[src/rtl/i2c_master_param.sv]
// Parameterised I2C master: START, address byte, DATA_BYTES write or read bytes, STOP.
// Optional macro I2C_NACK_ABORT_EN: a NACK in ADDR_ACK/WR_ACK jumps straight to STOP.
module i2c_master_param #(
    parameter int DATA_BYTES = 2,
    parameter int CLK_DIV    = 4
) (
    input  logic                    clk,
    input  logic                    rst,
    input  logic                    START_STB,
    input  logic                    RNW,
    input  logic [6:0]              I2C_ADDR,
    input  logic [8*DATA_BYTES-1:0] WR_DATA,
    input  logic                    SDA_IN,
    output logic                    SDA_OE,
    output logic                    SDA_OUT,
    output logic                    SCL,
    output logic [8*DATA_BYTES-1:0] RD_DATA,
    output logic                    BUSY,
    output logic                    DONE,
    output logic                    NACK
);
    localparam int W     = 8 * DATA_BYTES;
    localparam int CNT_W = $clog2(3 * CLK_DIV);
    localparam logic [CNT_W-1:0] HALF      = CNT_W'(CLK_DIV);
    localparam logic [CNT_W-1:0] SLOT_LAST = CNT_W'(2 * CLK_DIV - 1);
    localparam logic [CNT_W-1:0] STOP_HI   = CNT_W'(2 * CLK_DIV);
    localparam logic [CNT_W-1:0] STOP_LAST = CNT_W'(3 * CLK_DIV - 1);
    localparam logic [1:0]       BYTE_LAST = 2'(DATA_BYTES - 1);
`ifdef I2C_NACK_ABORT_EN
    localparam logic NACK_ABORT = 1'b1;
`else
    localparam logic NACK_ABORT = 1'b0;
`endif

    typedef enum logic [3:0] {
        IDLE, START, ADDR, ADDR_ACK, WR_BYTE, WR_ACK, RD_BYTE, RD_ACK, STOP
    } state_t;

    state_t           state_reg, state_next;
    logic [CNT_W-1:0] cnt_reg, cnt_next;
    logic [2:0]       bit_reg, bit_next;
    logic [1:0]       byte_reg, byte_next;
    logic [7:0]       addr_shift_reg, addr_shift_next;
    logic [W-1:0]     wr_shift_reg, wr_shift_next;
    logic             rnw_reg, rnw_next;
    logic             slot_end, low_next, last_byte;

    logic             scl_reg, sda_oe_reg, sda_out_reg, busy_reg, done_reg, nack_reg;
    logic [W-1:0]     rd_data_reg;

    assign SCL     = scl_reg;
    assign SDA_OE  = sda_oe_reg;
    assign SDA_OUT = sda_out_reg;
    assign BUSY    = busy_reg;
    assign DONE    = done_reg;
    assign NACK    = nack_reg;
    assign RD_DATA = rd_data_reg;

    always_comb begin
        state_next      = state_reg;
        bit_next        = bit_reg;
        byte_next       = byte_reg;
        addr_shift_next = addr_shift_reg;
        wr_shift_next   = wr_shift_reg;
        rnw_next        = rnw_reg;
        slot_end        = (cnt_reg == SLOT_LAST);
        last_byte       = (byte_reg == BYTE_LAST);
        cnt_next        = slot_end ? '0 : cnt_reg + CNT_W'(1);
        case (state_reg)
            IDLE: begin
                cnt_next = '0;
                if (START_STB) begin
                    state_next      = START;
                    addr_shift_next = {I2C_ADDR, RNW};
                    wr_shift_next   = WR_DATA;
                    rnw_next        = RNW;
                end
            end
            START: if (slot_end) begin
                state_next = ADDR;
                bit_next   = '0;
            end
            ADDR: if (slot_end) begin
                addr_shift_next = {addr_shift_reg[6:0], 1'b0};
                bit_next        = bit_reg + 3'd1;
                if (bit_reg == 3'd7) state_next = ADDR_ACK;
            end
            ADDR_ACK: if (slot_end) begin
                byte_next = '0;
                if (NACK_ABORT && SDA_IN) state_next = STOP;
                else                      state_next = rnw_reg ? RD_BYTE : WR_BYTE;
            end
            WR_BYTE: if (slot_end) begin
                wr_shift_next = {wr_shift_reg[W-2:0], 1'b0};
                bit_next      = bit_reg + 3'd1;
                if (bit_reg == 3'd7) state_next = WR_ACK;
            end
            WR_ACK: if (slot_end) begin
                if ((NACK_ABORT && SDA_IN) || last_byte) state_next = STOP;
                else begin
                    state_next = WR_BYTE;
                    byte_next  = byte_reg + 2'd1;
                end
            end
            RD_BYTE: if (slot_end) begin
                bit_next = bit_reg + 3'd1;
                if (bit_reg == 3'd7) state_next = RD_ACK;
            end
            RD_ACK: if (slot_end) begin
                if (last_byte) state_next = STOP;
                else begin
                    state_next = RD_BYTE;
                    byte_next  = byte_reg + 2'd1;
                end
            end
            STOP: begin
                cnt_next = (cnt_reg == STOP_LAST) ? '0 : cnt_reg + CNT_W'(1);
                if (cnt_reg == STOP_LAST) state_next = IDLE;
            end
            default: state_next = IDLE;
        endcase
        low_next = (cnt_next < HALF);
    end

    // Bus outputs are registered from the upcoming state so they line up with it exactly.
    always_ff @(posedge clk) begin
        if (rst) begin
            state_reg      <= IDLE;
            cnt_reg        <= '0;
            bit_reg        <= '0;
            byte_reg       <= '0;
            addr_shift_reg <= '0;
            wr_shift_reg   <= '0;
            rnw_reg        <= 1'b0;
            scl_reg        <= 1'b1;
            sda_oe_reg     <= 1'b1;
            sda_out_reg    <= 1'b1;
            busy_reg       <= 1'b0;
            done_reg       <= 1'b0;
            nack_reg       <= 1'b0;
            rd_data_reg    <= '0;
        end else begin
            state_reg      <= state_next;
            cnt_reg        <= cnt_next;
            bit_reg        <= bit_next;
            byte_reg       <= byte_next;
            addr_shift_reg <= addr_shift_next;
            wr_shift_reg   <= wr_shift_next;
            rnw_reg        <= rnw_next;
            busy_reg       <= (state_next != IDLE);
            done_reg       <= (state_reg == STOP) && (state_next == IDLE);
            if (state_reg == IDLE && START_STB)
                nack_reg <= 1'b0;
            else if ((state_reg == ADDR_ACK || state_reg == WR_ACK) && slot_end && SDA_IN)
                nack_reg <= 1'b1;
            if (state_reg == RD_BYTE && slot_end)
                rd_data_reg <= {rd_data_reg[W-2:0], SDA_IN};
            case (state_next)
                START: begin
                    scl_reg     <= 1'b1;
                    sda_oe_reg  <= 1'b1;
                    sda_out_reg <= 1'b0;
                end
                ADDR: begin
                    scl_reg     <= !low_next;
                    sda_oe_reg  <= 1'b1;
                    sda_out_reg <= addr_shift_next[7];
                end
                ADDR_ACK, WR_ACK, RD_BYTE: begin
                    scl_reg     <= !low_next;
                    sda_oe_reg  <= 1'b0;
                    sda_out_reg <= 1'b1;
                end
                WR_BYTE: begin
                    scl_reg     <= !low_next;
                    sda_oe_reg  <= 1'b1;
                    sda_out_reg <= wr_shift_next[W-1];
                end
                RD_ACK: begin
                    scl_reg     <= !low_next;
                    sda_oe_reg  <= 1'b1;
                    sda_out_reg <= (byte_next == BYTE_LAST);
                end
                STOP: begin
                    scl_reg     <= !low_next;
                    sda_oe_reg  <= 1'b1;
                    sda_out_reg <= (cnt_next >= STOP_HI);
                end
                default: begin
                    scl_reg     <= 1'b1;
                    sda_oe_reg  <= 1'b1;
                    sda_out_reg <= 1'b1;
                end
            endcase
        end
    end
endmodule

[config.mk]
export PLATFORM = sky130hd
export DESIGN_NAME = i2c_master_param
export DESIGN_NICKNAME = d
export VERILOG_FILES = /design/src/rtl/i2c_master_param.sv
export SDC_FILE = /design/constraint.sdc
export NUM_CORES = 1
export LEC_CHECK = 0
export BUFFER_PORTS_ARGS = -buffer_cell sky130_fd_sc_hd__buf_2
export CAP_MARGIN = 25
export CORE_UTILIZATION = 45
export CTS_BUF_LIST = sky130_fd_sc_hd__clkbuf_16
export CTS_CLUSTER_DIAMETER = 50
export CTS_CLUSTER_SIZE = 40
export DETAILED_ROUTE_END_ITERATION = 10
export MAX_ROUTING_LAYER = met4
export PLACE_DENSITY = 0.67
export RECOVER_POWER = 25
export SLEW_MARGIN = 15
export SYNTH_ARGS = -nofsm -noshare
export SYNTH_HDL_FRONTEND = slang
export SYNTH_SLANG_ARGS = --single-unit
[constraint.sdc]
create_clock -name clk -period 2.5 [get_ports clk]
set_input_delay 0.25 -clock clk [delete_from_list [all_inputs] [get_ports clk]]
set_output_delay 0.25 -clock clk [all_outputs]
set_load 0.02 [all_outputs]
==> run metrics <==
first-pass GRT wire length between 9 and 10 mm; CP Class reg2reg; DP Cell Count 406; Final Hold Viols 0; Synth Area in Compound Gates between 20% and 30%; setup TNS 0 ps; Synth async-reset ratio 0%; fmax 468.2 MHz; critical path capture point type flip-flop; max-slew violation count 0; area of the multi-input gates 1240 um2; GRT overflow 0; library cells used by synthesis 47; via count about 2300; Reg2Reg Depth 7; Sequential cell area 1201 um2; final setup fails 0; min-delay worst type in2reg; Worst Clk Skew about 2.7 ps; Placer Congestion 0.7844; Vias/cell 5.406; Post-Layout Cell Count around 420; antenna cells 0; met1 Usage GRT 26.58%; H-tree levels 3; IO Port Bufs 49; CTS Sinks 60; adder-cell share of the synthesized area 1.467%; Synth area leaders dfxtp_1, a21oi_1, nand2_1; CP Data Required Time 2700 ps; clock slew at reported path FFs 50 ps; Avg WL per Cell around 13 um; Slew headroom 50.50%; crit-path max FO 13; max-cap viol count 0; final wirelength 5.491 mm; Seq cells post-synth 60; post_cts resized 0; RSZ-0062 raised after global routing no; Critical Path Max Stage Delay approximately 700 ps; initial drt markers about 170; mean post-synth cell area about 8.6 um2; post-layout util 56.51%; CP arrival 2330 ps; slowest CP cell dfxtp_1; vias in the first global route about 2100; CORE AREA 5507 um2; cell taking the most area after synthesis dfxtp_1; CTS Hold Bufs 0; number of CTS-inserted buffers 9; Filler cells 520; status finished, final reports clean; Skew-Pair Late Insertion Delay 320 ps; I/O pin total 50; count of flip-flops with a built-in enable after synthesis 0; area grow syn2layout 21.61%; Simple-Gate Fraction of Synth Area 22.00%; Yosys warnings 0; top_reg_cell synth dfxtp_1; CP Launch Type flip-flop; largest net degree at the start of global routing 42; Least-Margin Pin Slew 742.5 ps; Setup Buffers After CTS 0; post-synthesis cell area 2559 um2; worst hold path cell count 3; total power 0.002262 W; global-route usage over all layers roughly a fifth; row count 27; die area 5992 um2; top-area cell type share of the netlist area 46.94%; register area share after synthesis 46.94%; Detail Route Antenna Nets 0; number of nets in the layout 376; initial cell density of the core 46.47%; CTS tree yes; CTS Buffer Depth 2; fraction of layout cells with a size suffix above 1 17.19%; Die Y 77.41 um; leak pwr 1.184 nW; Post-Synthesis Net Count approximately 330; cell count after synthesis 297; most used routing layer met2; Final Cycle Share 85.43%; mux cell area share after synthesis roughly 1.2%; pwr dens roughly 730 nW/um2; XOR/XNOR Fraction of Synth Area 0.6846%; CTS root buffer clkbuf_16; Die W slightly below 80 um; main combinational cell family by area after synthesis compound AO/OA/AOI/OAI gates; M2 GR Usage ~30%; Final Critical Period 2136 ps; worst-path cell chain nor2_2 > a221oi_1 > a211oi_1 > buf_4 > a2111oi_2 > o32a_1 > o211ai_2; # DRC 0; HPWL Detailed 3.654 mm; grt met3 use 5.294%; initial antenna violation count 0; drt pass-1 iters 5; VDD IR-drop max 0.0004441 V
-- cell families (layout without fill, tap and decap cells) --
| family | count (synthesis) | in the layout |
|---|---|---|
| AND/OR/NAND/NOR | 114 | 114 |
| AO/OA/AOI/OAI | 89 | 89 |
| flip-flops | 60 | 60 |
| buffers and inverters | 26 | 78 |
| adder cells (fa/ha/maj) | 3 | 3 |
| multiplexers | 3 | 3 |
| XOR/XNOR | 2 | 2 |
-- layer usage --
layer / part of all wire (%) / routed length [um]
met3: 4.5 / 246
met4: 1.4 / 76
met1: 49 / 2685
met5: 0 / 0
met2: 45 / 2482
-- cells in the mapped netlist (all sizes together) (3+ instances only) --
cell type,count
dfxtp,60
nand2,54
a21oi,40
nor2,29
a22oi,17
buf,11
clkbuf,10
nor3,8
a222oi,6
inv,5
o21ai,5
nor4,4
o21a,4
a31oi,3
ha,3
mux2i,3
nand3,3
o32a,3
-- cell usage in the layout, fill, tap and decap left out, types with 7 or more instances in the layout --
master      n
a21oi_1    40
buf_2      29
nor2_1     28
a22oi_1    17
nand2_1    53
clkbuf_1   20
dfxtp_1    60
inv_1       7
clkbuf_16   9
buf_4       9
-- where the power goes --
group	total, W	internal (W)	leakage [nW]	switching [W]
clock network	0.00113	0.000745	0.140	0.000384
registers	0.00101	0.000987	0.488	0.0000204
logic	0.000126	0.0000569	0.556	0.0000688
total	0.00226	0.00179	1.18	0.000474
-- worst paths after layout --
path | start | endpoint | slack, ps
min | WR_DATA[0] | wr_shift_reg[0] | 180
max reg2reg | state_reg[1] | SDA_OUT | 360
min reg2reg | cnt_reg[0] | cnt_reg[0] | 450
max | state_reg[1] | SDA_OUT | 360
-- critical path: cells and delay by family (launching register included) --
family	cells	cell delay, ps
AOI/OAI and AO/OA	5	1000
and+or+nand+nor	1	150
DFF	1	680
buffers and inverters	1	190
-- per-stage QoR --
stage	hold slack [ps]	worst slack (ps)	cell area (um2)
floorplan	390.5	579.1	2559
global placement	432.5	421.9	2863
detailed placement	439.3	400.1	2863
CTS	173.2	375.6	3137
global route	195.4	186.0	3112
finish	184.2	364.2	3112
-- final cells by class --
class | instances | area share, %
clock buffer | 9 | 7.238
clock inverter | 6 | 1.568
inverter | 5 | 0.6031
multi-input combinational | 211 | 39.85
sequential | 60 | 38.60
tap | 72 | 2.895
timing repair buffer | 58 | 9.248
(Power assumes the default switching activity.)
